===== config.mk =====
export PLATFORM = sky130hd
export DESIGN_NAME = cnn_row_sequencer_flat
export DESIGN_NICKNAME = d
export VERILOG_FILES = /design/src/rtl/cnn_row_sequencer_pkg.sv /design/src/rtl/cnn_row_sequencer_if.sv /design/src/rtl/cnn_row_sequencer_serializer.sv /design/src/rtl/cnn_row_sequencer.sv /design/src/flat_wrapper.sv
export SDC_FILE = /design/constraint.sdc
export NUM_CORES = 1
export LEC_CHECK = 0
export BUFFER_PORTS_ARGS = -buffer_cell sky130_fd_sc_hd__buf_2
export CORE_AREA = 4 4 275 277
export CTS_BUF_LIST = sky130_fd_sc_hd__clkbuf_16
export DETAILED_ROUTE_END_ITERATION = 16
export DIE_AREA = 0 0 279 281
export PLACE_DENSITY = 0.64
export SETUP_SLACK_MARGIN = 0.15
export SYNTH_ARGS = -nofsm -noshare
export SYNTH_HDL_FRONTEND = slang
export SYNTH_SLANG_ARGS = --single-unit

===== constraint.sdc =====
create_clock -name clock_i -period 55.6 [get_ports clock_i]
set_input_delay 2.78 -clock clock_i [delete_from_list [all_inputs] [get_ports clock_i]]
set_output_delay 2.78 -clock clock_i [all_outputs]
set_load 0.05 [all_outputs]

===== src/rtl/cnn_row_sequencer_pkg.sv =====
// Shared types and counter-width helpers for the CNN row sequencer and its egress serializer.
package cnn_seq_pkg;

  typedef enum logic {FILL, ISSUE} ingress_state_e;
  typedef enum logic {WAIT, DRAIN} egress_state_e;

  // Counter width that stays at least one bit for degenerate sizes
  function automatic int cnt_w(input int n);
    return (n > 1) ? $clog2(n) : 1;
  endfunction

  localparam int DEF_WIDTH  = 28;
  localparam int DEF_HEIGHT = 28;
  localparam int DEF_STRIDE = 1;

  localparam int COL_W  = cnt_w(DEF_WIDTH);
  localparam int ROW_W  = cnt_w(DEF_HEIGHT);
  localparam int BEAT_W = cnt_w(DEF_WIDTH / DEF_STRIDE);

endpackage


===== src/rtl/cnn_row_sequencer_if.sv =====
// Stream and layer-row handshake bundle around the sequencer; master is the sequencer side.
interface cnn_row_sequencer_if #(
  parameter int VALUE_BITS   = 8,
  parameter int WIDTH        = 28,
  parameter int IN_CHANNELS  = 1,
  parameter int OUT_CHANNELS = 2,
  parameter int STRIDE       = 1
);
  localparam int OUT_W = WIDTH / STRIDE;

  logic [IN_CHANNELS-1:0][VALUE_BITS-1:0]              in_pixel_i;
  logic                                                in_pixel_valid_i;
  logic                                                in_pixel_ready_o;
  logic [WIDTH-1:0][IN_CHANNELS-1:0][VALUE_BITS-1:0]   layer_row_o;
  logic                                                layer_row_valid_o;
  logic                                                layer_row_accept_i;
  logic                                                layer_row_last_o;
  logic [OUT_W-1:0][OUT_CHANNELS-1:0][VALUE_BITS-1:0]  layer_out_row_i;
  logic                                                layer_out_valid_i;
  logic                                                layer_out_accept_o;
  logic                                                layer_out_last_i;
  logic [OUT_CHANNELS-1:0][VALUE_BITS-1:0]             out_pixel_o;
  logic                                                out_pixel_valid_o;
  logic                                                out_pixel_ready_i;
  logic                                                out_pixel_last_o;
  logic                                                frame_done_o;

  modport master (
    input  in_pixel_i, in_pixel_valid_i, layer_row_accept_i,
    input  layer_out_row_i, layer_out_valid_i, layer_out_last_i, out_pixel_ready_i,
    output in_pixel_ready_o, layer_row_o, layer_row_valid_o, layer_row_last_o,
    output layer_out_accept_o, out_pixel_o, out_pixel_valid_o, out_pixel_last_o, frame_done_o
  );

  modport slave (
    output in_pixel_i, in_pixel_valid_i, layer_row_accept_i,
    output layer_out_row_i, layer_out_valid_i, layer_out_last_i, out_pixel_ready_i,
    input  in_pixel_ready_o, layer_row_o, layer_row_valid_o, layer_row_last_o,
    input  layer_out_accept_o, out_pixel_o, out_pixel_valid_o, out_pixel_last_o, frame_done_o
  );

endinterface


===== src/rtl/cnn_row_sequencer_serializer.sv =====
// Egress side: captures one finished output row from the layer and plays it out pixel by pixel.
module cnn_row_serializer
  import cnn_seq_pkg::*;
#(
  parameter int VALUE_BITS   = 8,
  parameter int OUT_W        = 28,
  parameter int OUT_CHANNELS = 2
) (
  input  logic                                               clock_i,
  input  logic                                               reset_i,
  input  logic [OUT_W-1:0][OUT_CHANNELS-1:0][VALUE_BITS-1:0] row_i,
  input  logic                                               row_valid_i,
  input  logic                                               row_last_i,
  output logic                                               row_accept_o,
  output logic [OUT_CHANNELS-1:0][VALUE_BITS-1:0]            pixel_o,
  output logic                                               pixel_valid_o,
  input  logic                                               pixel_ready_i,
  output logic                                               pixel_last_o,
  output logic                                               frame_done_o
);

  localparam int BEAT_BITS = cnt_w(OUT_W);
  localparam logic [BEAT_BITS-1:0] LAST_BEAT = BEAT_BITS'(OUT_W - 1);

  egress_state_e                                      state_q;
  logic                                               accept_q;
  logic                                               last_q;
  logic                                               done_q;
  logic [BEAT_BITS-1:0]                               beat_q;
  logic [OUT_W-1:0][OUT_CHANNELS-1:0][VALUE_BITS-1:0] obuf_q;

  always_ff @(posedge clock_i) begin
    if (reset_i) begin
      state_q  <= WAIT;
      accept_q <= 1'b0;
      last_q   <= 1'b0;
      done_q   <= 1'b0;
      beat_q   <= '0;
    end else begin
      done_q <= 1'b0;
      case (state_q)
        WAIT: begin
          accept_q <= 1'b1;
          if (row_valid_i && accept_q) begin
            obuf_q   <= row_i;
            last_q   <= row_last_i;
            beat_q   <= '0;
            accept_q <= 1'b0;
            state_q  <= DRAIN;
          end
        end
        DRAIN: begin
          if (pixel_ready_i) begin
            if (beat_q == LAST_BEAT) begin
              beat_q   <= '0;
              accept_q <= 1'b1;
              done_q   <= last_q;
              state_q  <= WAIT;
            end else begin
              beat_q <= beat_q + BEAT_BITS'(1);
            end
          end
        end
        default: state_q <= WAIT;
      endcase
    end
  end

  // The pixel mux only moves with beat_q, so data holds while the consumer stalls
  assign pixel_o       = obuf_q[beat_q];
  assign pixel_valid_o = (state_q == DRAIN);
  assign pixel_last_o  = (state_q == DRAIN) && last_q && (beat_q == LAST_BEAT);
  assign row_accept_o  = accept_q;
  assign frame_done_o  = done_q;

endmodule


===== src/rtl/cnn_row_sequencer.sv =====
// Packs a pixel stream into layer rows and serializes layer output rows back to pixels.
// Define CNN_SEQ_DOUBLE_BUFFER_EN for ping/pong ingress row buffers.
module cnn_row_sequencer
  import cnn_seq_pkg::*;
#(
  parameter int VALUE_BITS   = 8,
  parameter int WIDTH        = 28,
  parameter int HEIGHT       = 28,
  parameter int IN_CHANNELS  = 1,
  parameter int OUT_CHANNELS = 2,
  parameter int STRIDE       = 1
) (
  input  logic                 clock_i,
  input  logic                 reset_i,
  cnn_row_sequencer_if.master  bus
);

  localparam int OUT_W     = WIDTH / STRIDE;
  localparam int COL_BITS  = cnt_w(WIDTH);
  localparam int ROW_BITS  = cnt_w(HEIGHT);
`ifdef CNN_SEQ_DOUBLE_BUFFER_EN
  localparam int NBUF      = 2;
`else
  localparam int NBUF      = 1;
`endif
  localparam int SEL_BITS  = cnt_w(NBUF);

  typedef logic [WIDTH-1:0][IN_CHANNELS-1:0][VALUE_BITS-1:0] row_t;

  ingress_state_e       state_q;
  logic                 in_ready_q;
  logic [NBUF-1:0]      full_q, full_d;
  logic [SEL_BITS-1:0]  wr_sel_q, wr_sel_d;
  logic [SEL_BITS-1:0]  rd_sel_q, rd_sel_d;
  logic [COL_BITS-1:0]  col_q, col_d;
  logic [ROW_BITS-1:0]  row_cnt_q, row_cnt_d;
  row_t                 row_buf_q [NBUF];
  logic                 in_fire;
  logic                 issue_fire;

  assign in_fire    = bus.in_pixel_valid_i && in_ready_q;
  assign issue_fire = (state_q == ISSUE) && bus.layer_row_accept_i;

  // Rows issue in fill order, so the issued-row counter is also the issuing buffer's row index
  always_comb begin
    full_d    = full_q;
    wr_sel_d  = wr_sel_q;
    rd_sel_d  = rd_sel_q;
    col_d     = col_q;
    row_cnt_d = row_cnt_q;
    if (in_fire) begin
      if (col_q == COL_BITS'(WIDTH - 1)) begin
        col_d            = '0;
        full_d[wr_sel_q] = 1'b1;
        wr_sel_d         = (wr_sel_q == SEL_BITS'(NBUF - 1)) ? '0 : wr_sel_q + SEL_BITS'(1);
      end else begin
        col_d = col_q + COL_BITS'(1);
      end
    end
    if (issue_fire) begin
      full_d[rd_sel_q] = 1'b0;
      rd_sel_d         = (rd_sel_q == SEL_BITS'(NBUF - 1)) ? '0 : rd_sel_q + SEL_BITS'(1);
      row_cnt_d        = (row_cnt_q == ROW_BITS'(HEIGHT - 1)) ? '0 : row_cnt_q + ROW_BITS'(1);
    end
  end

  always_ff @(posedge clock_i) begin
    if (reset_i) begin
      state_q    <= FILL;
      in_ready_q <= 1'b0;
      full_q     <= '0;
      wr_sel_q   <= '0;
      rd_sel_q   <= '0;
      col_q      <= '0;
      row_cnt_q  <= '0;
    end else begin
      state_q    <= full_d[rd_sel_d] ? ISSUE : FILL;
      in_ready_q <= ~(&full_d);
      full_q     <= full_d;
      wr_sel_q   <= wr_sel_d;
      rd_sel_q   <= rd_sel_d;
      col_q      <= col_d;
      row_cnt_q  <= row_cnt_d;
    end
  end

  // Row storage carries no reset; a partial row is simply overwritten from column 0
  always_ff @(posedge clock_i) begin
    if (in_fire) begin
      row_buf_q[wr_sel_q][col_q] <= bus.in_pixel_i;
    end
  end

  assign bus.in_pixel_ready_o  = in_ready_q;
  assign bus.layer_row_o       = row_buf_q[rd_sel_q];
  assign bus.layer_row_valid_o = (state_q == ISSUE);
  assign bus.layer_row_last_o  = (state_q == ISSUE) && (row_cnt_q == ROW_BITS'(HEIGHT - 1));

  cnn_row_serializer #(
    .VALUE_BITS   (VALUE_BITS),
    .OUT_W        (OUT_W),
    .OUT_CHANNELS (OUT_CHANNELS)
  ) u_serializer (
    .clock_i       (clock_i),
    .reset_i       (reset_i),
    .row_i         (bus.layer_out_row_i),
    .row_valid_i   (bus.layer_out_valid_i),
    .row_last_i    (bus.layer_out_last_i),
    .row_accept_o  (bus.layer_out_accept_o),
    .pixel_o       (bus.out_pixel_o),
    .pixel_valid_o (bus.out_pixel_valid_o),
    .pixel_ready_i (bus.out_pixel_ready_i),
    .pixel_last_o  (bus.out_pixel_last_o),
    .frame_done_o  (bus.frame_done_o)
  );

endmodule


===== src/flat_wrapper.sv =====
// flat-port wrapper written by rule: the top's interface ports become plain ports
module cnn_row_sequencer_flat import cnn_seq_pkg::*;
#(
  parameter int VALUE_BITS   = 8,
  parameter int WIDTH        = 28,
  parameter int HEIGHT       = 28,
  parameter int IN_CHANNELS  = 1,
  parameter int OUT_CHANNELS = 2,
  parameter int STRIDE       = 1
)
  (clock_i, reset_i, bus_in_pixel_i, bus_in_pixel_valid_i, bus_layer_row_accept_i, bus_layer_out_row_i, bus_layer_out_valid_i, bus_layer_out_last_i, bus_out_pixel_ready_i, bus_in_pixel_ready_o, bus_layer_row_o, bus_layer_row_valid_o, bus_layer_row_last_o, bus_layer_out_accept_o, bus_out_pixel_o, bus_out_pixel_valid_o, bus_out_pixel_last_o, bus_frame_done_o);
  cnn_row_sequencer_if #(.VALUE_BITS(VALUE_BITS), .WIDTH(WIDTH), .IN_CHANNELS(IN_CHANNELS), .OUT_CHANNELS(OUT_CHANNELS), .STRIDE(STRIDE)) bus_i ();
  input  logic clock_i;
  input  logic reset_i;
  input wire logic [$bits(bus_i.in_pixel_i)-1:0] bus_in_pixel_i;
  input wire logic [$bits(bus_i.in_pixel_valid_i)-1:0] bus_in_pixel_valid_i;
  input wire logic [$bits(bus_i.layer_row_accept_i)-1:0] bus_layer_row_accept_i;
  input wire logic [$bits(bus_i.layer_out_row_i)-1:0] bus_layer_out_row_i;
  input wire logic [$bits(bus_i.layer_out_valid_i)-1:0] bus_layer_out_valid_i;
  input wire logic [$bits(bus_i.layer_out_last_i)-1:0] bus_layer_out_last_i;
  input wire logic [$bits(bus_i.out_pixel_ready_i)-1:0] bus_out_pixel_ready_i;
  output wire logic [$bits(bus_i.in_pixel_ready_o)-1:0] bus_in_pixel_ready_o;
  output wire logic [$bits(bus_i.layer_row_o)-1:0] bus_layer_row_o;
  output wire logic [$bits(bus_i.layer_row_valid_o)-1:0] bus_layer_row_valid_o;
  output wire logic [$bits(bus_i.layer_row_last_o)-1:0] bus_layer_row_last_o;
  output wire logic [$bits(bus_i.layer_out_accept_o)-1:0] bus_layer_out_accept_o;
  output wire logic [$bits(bus_i.out_pixel_o)-1:0] bus_out_pixel_o;
  output wire logic [$bits(bus_i.out_pixel_valid_o)-1:0] bus_out_pixel_valid_o;
  output wire logic [$bits(bus_i.out_pixel_last_o)-1:0] bus_out_pixel_last_o;
  output wire logic [$bits(bus_i.frame_done_o)-1:0] bus_frame_done_o;
  assign bus_i.in_pixel_i = bus_in_pixel_i;
  assign bus_i.in_pixel_valid_i = bus_in_pixel_valid_i;
  assign bus_i.layer_row_accept_i = bus_layer_row_accept_i;
  assign bus_i.layer_out_row_i = bus_layer_out_row_i;
  assign bus_i.layer_out_valid_i = bus_layer_out_valid_i;
  assign bus_i.layer_out_last_i = bus_layer_out_last_i;
  assign bus_i.out_pixel_ready_i = bus_out_pixel_ready_i;
  assign bus_in_pixel_ready_o = bus_i.in_pixel_ready_o;
  assign bus_layer_row_o = bus_i.layer_row_o;
  assign bus_layer_row_valid_o = bus_i.layer_row_valid_o;
  assign bus_layer_row_last_o = bus_i.layer_row_last_o;
  assign bus_layer_out_accept_o = bus_i.layer_out_accept_o;
  assign bus_out_pixel_o = bus_i.out_pixel_o;
  assign bus_out_pixel_valid_o = bus_i.out_pixel_valid_o;
  assign bus_out_pixel_last_o = bus_i.out_pixel_last_o;
  assign bus_frame_done_o = bus_i.frame_done_o;
  cnn_row_sequencer #(.VALUE_BITS(VALUE_BITS), .WIDTH(WIDTH), .HEIGHT(HEIGHT), .IN_CHANNELS(IN_CHANNELS), .OUT_CHANNELS(OUT_CHANNELS), .STRIDE(STRIDE)) u_core (.clock_i(clock_i), .reset_i(reset_i), .bus(bus_i));
endmodule

==> results of run 1 <==
area by class of cell:
| cell class | count | area (sq um) |
|---|---|---|
| diodes | 10 | 25.0 |
| clock buffers | 72 | 1800 |
| clock inverters | 50 | 514 |
| fillers | 6378 | 41000 |
| inverters | 8 | 30.0 |
| multi-input cells | 383 | 4030 |
| flip-flops and latches | 693 | 20600 |
| well taps | 959 | 1200 |
| repair buffers | 722 | 3650 |
stage by stage:
| step | setup slack, ns | instance area, sq um | power, mW |
|---|---|---|---|
| floorplan | 32.69 | 24900 | 0.630 |
| global placement | 47.47 | 29500 | 0.652 |
| detailed placement | 47.23 | 29500 | 0.653 |
| CTS | 47.91 | 31800 | 1.12 |
| global route | 47.56 | 31900 | 1.15 |
| finish | 47.88 | 31900 | 1.11 |
cell families (layout without fill, tap and decap cells):
logic type	Yosys count	count (layout)	share of synthesized area
flip-flops	693	693	0.826
multiplexers	145	145	0.0994
AO/OA/AOI/OAI	114	114	0.0361
AND/OR/NAND/NOR	111	111	0.0198
buffers and inverters	57	852	0.0133
XOR/XNOR	7	7	0.00246
adder cells (fa/ha/maj)	6	6	0.00301
other	0	10	0
power groups by stage:
stage	Clock [mW]	Combinational, mW	Sequential [mW]
3_3_place_gp	0	0.0520	0.600
5_1_grt	0.503	0.0553	0.590
2_1_floorplan	0	0.0204	0.610
3_5_place_dp	0	0.0526	0.601
4_1_cts	0.479	0.0526	0.590
6_report	0.468	0.0517	0.590
worst max path at each step:
stage,startpoint,end,slack [ns],depth (start not counted)
finish,bus_layer_out_valid_i,u_core.u_serializer.obuf_q[131]$_DFFE_PP_,47.88,7
global route,bus_layer_out_valid_i,u_core.u_serializer.obuf_q[131]$_DFFE_PP_,47.56,7
CTS,bus_layer_out_valid_i,u_core.u_serializer.obuf_q[163]$_DFFE_PP_,47.91,7
detailed placement,bus_layer_out_valid_i,u_core.u_serializer.obuf_q[252]$_DFFE_PP_,47.23,7
global placement,bus_layer_out_valid_i,u_core.u_serializer.obuf_q[228]$_DFFE_PP_,47.47,7
floorplan,bus_layer_out_valid_i,u_core.u_serializer.obuf_q[0]$_DFFE_PP_,32.69,2
placed cells by master, fill, tap and decap left out, types with 16 or more instances in the layout:
cell type / n
mux4_2: 78
nand2_1: 32
dfxtp_1: 16
nor2_1: 46
inv_1: 16
o21ai_0: 17
a31oi_1: 16
mux2i_1: 62
clkbuf_16: 72
buf_2: 709
a22o_1: 16
edfxtp_1: 672
worst register-to-register path, stage by stage (launching register included):
cell	delay, ns
dfxtp_1	0.36
nand3b_1	0.40
nor2_4	0.74
buf_4	0.99
buf_4	0.87
buf_4	0.97
buf_4	1.09
Yosys cell counts (2+ instances only):
master | n | area, sq um
a21oi_1 | 12 | 60.1
buf_8 | 2 | 30.0
a22o_1 | 16 | 140
clkbuf_1 | 21 | 78.8
inv_1 | 8 | 30.0
edfxtp_1 | 672 | 20200
buf_4 | 9 | 67.6
buf_2 | 10 | 50.1
a2111oi_2 | 15 | 225
mux4_2 | 78 | 1760
o21ai_0 | 17 | 85.1
nor2b_1 | 5 | 31.3
mux2_2 | 2 | 22.5
ha_1 | 6 | 75.1
mux4_1 | 3 | 78.8
o22ai_1 | 15 | 93.8
a31oi_1 | 16 | 100
dfxtp_1 | 21 | 420
mux2i_1 | 62 | 621
nand2_1 | 32 | 120
nand3b_1 | 6 | 45.0
a21o_1 | 2 | 15.0
nor2_1 | 48 | 180
nor3_1 | 2 | 10.0
buf_6 | 4 | 45.0
a221oi_1 | 15 | 131
xor2_1 | 2 | 17.5
a211oi_1 | 2 | 15.0
xnor2_1 | 5 | 43.8
nand3_1 | 10 | 50.1
state kept, by name (all words and copies together), names as in the netlist:
signal                             cells
u_core.u_serializer.pixel_valid_o      1
u_core.row_cnt_q                       5
u_core.bus.in_pixel_ready_o            1
u_core.full_q                          1
u_core.u_serializer.last_q             1
u_core.row_buf_q                     224
u_core.u_serializer.beat_q             5
u_core.col_q                           5
u_core.u_serializer.obuf_q           448
u_core.u_serializer.row_accept_o       1
u_core.u_serializer.frame_done_o       1
layer usage:
layer	track usage	routed length [um]
met3	0.0510	6680
met1	0.203	25800
met5	0	154
met2	0.323	38200
met4	0.0599	1970
==> summary.txt, run 1 <==
Placer Congestion - 0.815
Vias - 14,100
Switching share of power - 0.209
Final period utilization - 0.139
Fin nets - 2,348
First-pass GRT wire length - 99,900 um
Drt wl/cell - 25.1 um
Synth Warn # - 0
Fin. max-slew vios - 0
Synth Instances - 1,133
Fmax - 0.130 GHz
Share of layout cells above drive strength 1 - 0.482
1st-iter DRT viols - 1,082
Post-CTS Setup Inserts - 0
Post-synthesis instance area - 24,900 sq um
Hold buffers post-CTS - 0
Clock tree root buffer cell - clkbuf_16
Mean area per synthesized cell - 22.0 sq um
Die Height - 281 um
Vias in the first global route - 14,500
Worst-Margin Slew - 1.21 ns
Starting Density - 0.342
Core region area - 72,800 sq um
Most used cell, CP - buf_4
Worst-path maximum fanout - 95
Relative slew margins - 0.194
Placed cells - 2,765
Slowest-stage cell, CP - buf_4
CP max stage delay - 1.03 ns
Final Hold Fails - 0
Start point of the worst hold path - u_core.row_cnt_q[1]$_SDFFE_PP0P_
Worst Hold End - u_core.row_cnt_q[1]$_SDFFE_PP0P_
Reg2reg end - u_core.u_serializer.obuf_q[131]$_DFFE_PP_
RSZ-0062 raised after global routing - false
Synth-to-Final Area Change - 27.7%
Drt drc - 0
Antenna violations before repair - 26
Cell Chain, Critical Path - buf_2 > nand3b_1 > nor2_4 > buf_4 > buf_4 > buf_4 > buf_4
Worst-case clock buffer depth - 3
CTS buffer count - 71
Power density over the cells - 34.8 nW/um^2
Net switching power - 0.231 mW
GRT Util Overall - 0.178
Setup violations, final - 0
DP HPWL - 54,700 um
R2r setup slk - 49.69 ns
Unique masters post-synth - 45
Number of synthesized flops with an enable pin - 672
Hold Path Depth - 2
Drt first pass iters - 6
Register bit count reported by yosys - 693
Antenna viol nets, final - 0
H-tree levels - 3
Comb pwr share - 0.047
Clk_lat worst skew - 0.62 ns
Rows - 99
Outcome - finished clean
CTS resizes - 0
Seq pwr share - 0.532
Arr. time, crit path - 7.93 ns
Hold Path Class - reg2reg
CTS tree - yes
Final WL - 72,800 um
Die ar. - 78,400 sq um
Buf/Inv on CP - 5
Largest net degree at the start of global routing - 96
Req. time, crit path - 55.81 ns
Max Cap Viol - 0
Top FF cell, synth - edfxtp_1
Die width - 279 um
Async set or reset register ratio after synthesis - 0
Port bufs - 709
Setup crit end kind - flip-flop
Crit path launch type - primary input
Clock network power share - 0.422
Vias/cell - 4.85
Overflow after GRT - 0
Hold Slack - 0.489 ns
Static Leakage - 11.3 nW
Clk_skew - 0.0449 ns
Critical R2R Launch - u_core.u_serializer.pixel_valid_o$_SDFF_PP0_
# IOs - 710
P_int - 0.878 mW
Post-layout util - 0.437
VDD IR-drop max - 0.0221 mV
Delay-heaviest family, CP - buffers and inverters
Min Clock Period, post-route - 7.72 ns
Syn Nets - 1,602
CTS clock-pin slew for the worst setup and hold paths - 0.06 ns
Register area share after synthesis - 0.826
Final instance count without filler cells - 2,897
CTS Sinks - 693
Final TNS setup - 0 ns
Critical path class - in2reg
R2R depth - 6
Power figures use the tool's default switching activity.
==> inputs of run 2 (changes only) <==
Clock period 55.6 ns to 7.24 ns, I/O delays scaled along.
==> summary.txt, run 2 (synthesized netlist as in run 1, its figures left out) <==
CTS resizes - 0
Clock tree root buffer cell - clkbuf_16
Min Clock Period, post-route - 4.38 ns
Vias - 16,500
Share of layout cells above drive strength 1 - 0.392
Worst-path maximum fanout - 38
Core region area - 72,800 sq um
H-tree levels - 3
Arr. time, crit path - 4.01 ns
Multi-input logic area - 4030 sq um
Die ar. - 78,400 sq um
Clk_skew - 0.0228 ns
Final period utilization - 0.604
CTS clock-pin slew for the worst setup and hold paths - 0.06 ns
Setup violations, final - 0
Hold Path Class - in2reg
Most frequent cells in the layout - buf_2, edfxtp_1, dlygate4sd3_1
Seq. cell area - 20,600 sq um
Power density over the cells - 242 nW/um^2
Setup slack after layout - 2.86 ns
Req. time, crit path - 6.88 ns
CTS tree - yes
Placer Congestion - 0.865
Setup crit end kind - output port
Met3 wire length - 7140 um
Overflow after GRT - 0
Clk_lat worst skew - 0.61 ns
Drt wl/cell - 24.6 um
First-pass GRT wire length - 115,000 um
Wire length on met1 - 28,200 um
Critical path class - reg2out
Drt drc - 0
Largest regs - u_core.u_serializer.obuf_q x448, u_core.row_buf_q x224
GRT Util Overall - 0.202
Post-route cell area - 36,400 sq um
Drt first pass iters - 5
Hold Slack - 0.0547 ns
Total power - 8.80 mW
Relative slew margins - 0.270
Static Leakage - 13.2 nW
DP HPWL - 55,600 um
Met2 wire length - 43,700 um
Antenna violations before repair - 25
Dpl cell area - 29,600 sq um
Worst-Margin Slew - 1.09 ns
Port bufs - 709
VDD IR-drop max - 0.214 mV
Final Hold Fails - 0
# IOs - 710
CTS buffer count - 73
Die width - 279 um
Die Height - 281 um
Synth-to-Final Area Change - 46.1%
Vias in the first global route - 17,500
Fin nets - 2,796
Starting Density - 0.342
Final WL - 82,700 um
Largest register FFs - 448
Hold buffers post-CTS - 442
Top routing layer in use - met5
Post-CTS Setup Inserts - 0
Largest net degree at the start of global routing - 182
Outcome - finished clean
Crit path launch type - flip-flop
Vias/cell - 4.89
Rows - 99
CTS Sinks - 693
Most common cell after layout, fill and taps aside - buf_2
DP Worst Slack - 3.22 ns
Worst-case clock buffer depth - 3
Number of fill cells in the layout - 5,814
1st-iter DRT viols - 1,385
Fin. max-slew vios - 0
Fmax - 0.229 GHz
Antenna viol nets, final - 0
Top reg by flops - u_core.u_serializer.obuf_q
Max Cap Viol - 0
RSZ-0062 raised after global routing - false
==> run 2: worst paths after layout <==
check                                                             startpoint                                           to  slack [ns]  cells after the start
worst min register to register       u_core.u_serializer.last_q$_SDFFE_PP0P_  u_core.u_serializer.frame_done_o$_SDFF_PP0_        0.48                      2
worst max register to register  u_core.u_serializer.pixel_valid_o$_SDFF_PP0_    u_core.u_serializer.obuf_q[250]$_DFFE_PP_        4.28                      4
worst min-delay path                                bus_layer_out_row_i[411]    u_core.u_serializer.obuf_q[411]$_DFFE_PP_        0.05                      1
worst max-delay path              u_core.u_serializer.beat_q[0]$_SDFFE_PP0P_                           bus_out_pixel_o[5]        2.86                      6
==> run 2: cell type report <==
class,count,share of cell area
sequential,693,0.566
timing repair buffer,1168,0.223
multi-input combinational,383,0.111
clock buffer,73,0.0501
tap,959,0.0329
clock inverter,60,0.0149
antenna,19,0.00131
inverter,8,0.000824
==> run 2: metal layers <==
layer | vias to the layer above | track usage
met5 | - | 0
met4 | 6 | 0.0968
met3 | 189 | 0.0471
met2 | 1082 | 0.368
met1 | 8089 | 0.224
li1 | 7092 | -
==> run 2: where the power goes <==
| part | switching [mW] | total, mW | leakage (nW) | internal (mW) |
|---|---|---|---|---|
| Combinational | 0.294 | 0.613 | 5.70 | 0.319 |
| Clock | 1.60 | 3.65 | 1.20 | 2.05 |
| Sequential | 0.0322 | 4.53 | 6.27 | 4.50 |
| Total | 1.93 | 8.80 | 13.2 | 6.87 |
==> run 2: stage by stage <==
stage | setup TNS [ns] | util | instances
floorplan | -306.31 | - | 1133
global placement | 0 | 0.406 | 2766
detailed placement | 0 | 0.406 | 2766
CTS | 0 | 0.499 | 3341
global route | 0 | 0.500 | 3358
finish | 0 | 0.500 | 3363
==> run 2: critical path, stage by stage, from the launching register on <==
cell       delay, ns
dfxtp_4         0.82
buf_4           0.68
mux4_2          0.58
a22o_1          0.27
a2111oi_2       0.65
a31oi_1         0.11
buf_2           0.27
==> inputs of run 3 (changes only) <==
Clock period 7.24 ns to 4.1 ns, I/O delays scaled along.
==> summary.txt, run 3 (synthesized netlist as in run 1, its figures left out) <==
CTS Sinks - 693
Worst Hold End - u_core.u_serializer.pixel_valid_o$_SDFF_PP0_
CTS clock-pin slew for the worst setup and hold paths - 0.06 ns
R2r setup slk - 1.65 ns
Hold Path Class - in2reg
Seq. cell area - 20,600 sq um
RSZ-0062 raised after global routing - false
Largest register FFs - 448
Relative slew margins - 0.283
Worst-case clock buffer depth - 3
Critical R2R Launch - u_core.u_serializer.pixel_valid_o$_SDFF_PP0_
Top reg by flops - u_core.u_serializer.obuf_q
Fin nets - 2,821
Most common cell after layout, fill and taps aside - buf_2
Drt drc - 0
Worst-Margin Slew - 1.08 ns
Final Hold Fails - 0
CP max stage delay - 0.78 ns
DP HPWL - 57,200 um
Rows - 99
Antenna violations before repair - 15
Most frequent cells in the layout - buf_2, edfxtp_1, dlygate4sd3_1
Largest net degree at the start of global routing - 94
Post-layout util - 0.503
Die width - 279 um
Placer Congestion - 0.868
Placed cells - 2,785
GRT Util Overall - 0.206
Die ar. - 78,400 sq um
Arr. time, crit path - 3.47 ns
Met1 usage - 0.226
Static Leakage - 13.3 nW
Antenna viol nets, final - 0
Drt wl/cell - 24.6 um
Core region area - 72,800 sq um
Final TNS setup - 0 ns
CTS buffer count - 71
H-tree levels - 3
GR peak layer - met2
Final WL - 83,000 um
Final instance count without filler cells - 3,377
Setup crit end kind - output port
Hold Path Depth - 3
1st-iter DRT viols - 1,509
Worst-path maximum fanout - 33
Largest regs - u_core.u_serializer.obuf_q x448, u_core.row_buf_q x224
Power density over the cells - 424 nW/um^2
Outcome - finished clean
Multi-input logic area - 4040 sq um
Cell Chain, Critical Path - buf_4 > mux4_2 > a22o_1 > a2111oi_2 > a31oi_1 > buf_2
Max Cap Viol - 0
Die Height - 281 um
Crit path launch type - flip-flop
Post-route cell area - 36,700 sq um
Grt met2 use - 0.365
VDD IR-drop max - 0.312 mV
Synth-to-Final Area Change - 47.0%
CTS tree - yes
Clock tree root buffer cell - clkbuf_16
Vias/cell - 4.91
Vias - 16,600
Final period utilization - 0.897
Share of layout cells above drive strength 1 - 0.395
Overflow after GRT - 0
Fmax - 0.272 GHz
Port bufs - 709
# IOs - 710
Reg2reg end - u_core.u_serializer.obuf_q[257]$_DFFE_PP_
First-pass GRT wire length - 117,000 um
Start point of the worst hold path - bus_layer_out_valid_i
Setup violations, final - 0
Drt first pass iters - 5
Critical path class - reg2out
R2R depth - 3
Req. time, crit path - 3.89 ns
Min Clock Period, post-route - 3.68 ns
Starting Density - 0.342
Vias in the first global route - 17,900
Clk_lat worst skew - 0.61 ns
Dpl cell area - 29,800 sq um
Post-CTS Setup Inserts - 0
Slowest-stage cell, CP - dfxtp_4
GR Util met3 - 0.0483
Total power - 15.5 mW
Fin. max-slew vios - 0
Number of fill cells in the layout - 5,750
Clk_skew - 0.0334 ns
## run 3: cell count changes in the layout (fill, tap and decap cells not counted), sizes merged
cell | before | now
buf | 723 | 742
diode | 19 | 11
dlygate4sd3 | 445 | 453
inv | 27 | 21
bufinv | 5 | 7
clkbuf | 73 | 72
## run 3: worst max-delay path: cells and delay by family, from the launching register on
kind,cells,cell delay [ns]
mux,1,0.54
compound gates,3,0.74
flops,1,0.78
buf+inv,2,0.80
## run 3: power by group
| group | internal (mW) | total [mW] | switching (mW) |
|---|---|---|---|
| Clock | 3.68 | 6.43 | 2.75 |
| Combinational | 0.581 | 1.11 | 0.530 |
| Sequential | 7.94 | 8.01 | 0.0617 |
## run 3: worst max-delay path by stage
stage / from / to / slack [ns] / cells after the start
finish: u_core.u_serializer.beat_q[0]$_SDFFE_PP0P_ / bus_out_pixel_o[15] / 0.42 / 6
global route: u_core.u_serializer.beat_q[0]$_SDFFE_PP0P_ / bus_out_pixel_o[11] / 0.20 / 7
CTS: u_core.u_serializer.beat_q[1]$_SDFFE_PP0P_ / bus_out_pixel_o[0] / 0.34 / 5
detailed placement: u_core.u_serializer.beat_q[0]$_SDFFE_PP0P_ / bus_out_pixel_o[13] / 0.80 / 6
global placement: u_core.u_serializer.beat_q[0]$_SDFFE_PP0P_ / bus_out_pixel_o[13] / 0.80 / 6
floorplan: u_core.u_serializer.pixel_valid_o$_SDFF_PP0_ / u_core.u_serializer.obuf_q[0]$_DFFE_PP_ / -3.82 / 2
## run 3: repair_timing
item	in CTS	in global routing
resized for setup	1	0
hold buffers	453	0
setup endpoints to repair	1	0
hold endpoints to repair	459	0
## run 3: stage by stage
step                      hold WS, ns  setup WS [ns]
after detailed placement        0.383          0.796
after global routing            0.161          0.198
after floorplan                 0.277          -3.82
after CTS                       0.109          0.339
after global placement          0.381          0.799
final                           0.161          0.422
## run 3: area by class of cell
| type | count | area share |
|---|---|---|
| diodes | 11 | 0.000751 |
| clock buffers | 72 | 0.0491 |
| clock inverters | 56 | 0.0147 |
| inverters | 8 | 0.000819 |
| multi-input cells | 383 | 0.110 |
| flip-flops and latches | 693 | 0.562 |
| well taps | 959 | 0.0327 |
| repair buffers | 1195 | 0.229 |
## run 3: per-layer routing
metal | up-vias | routed length [um]
met1 | 7997 | 28100
met2 | 1171 | 42400
li1 | 7134 | -
met5 | - | 34
met4 | 4 | 5310
met3 | 265 | 7150
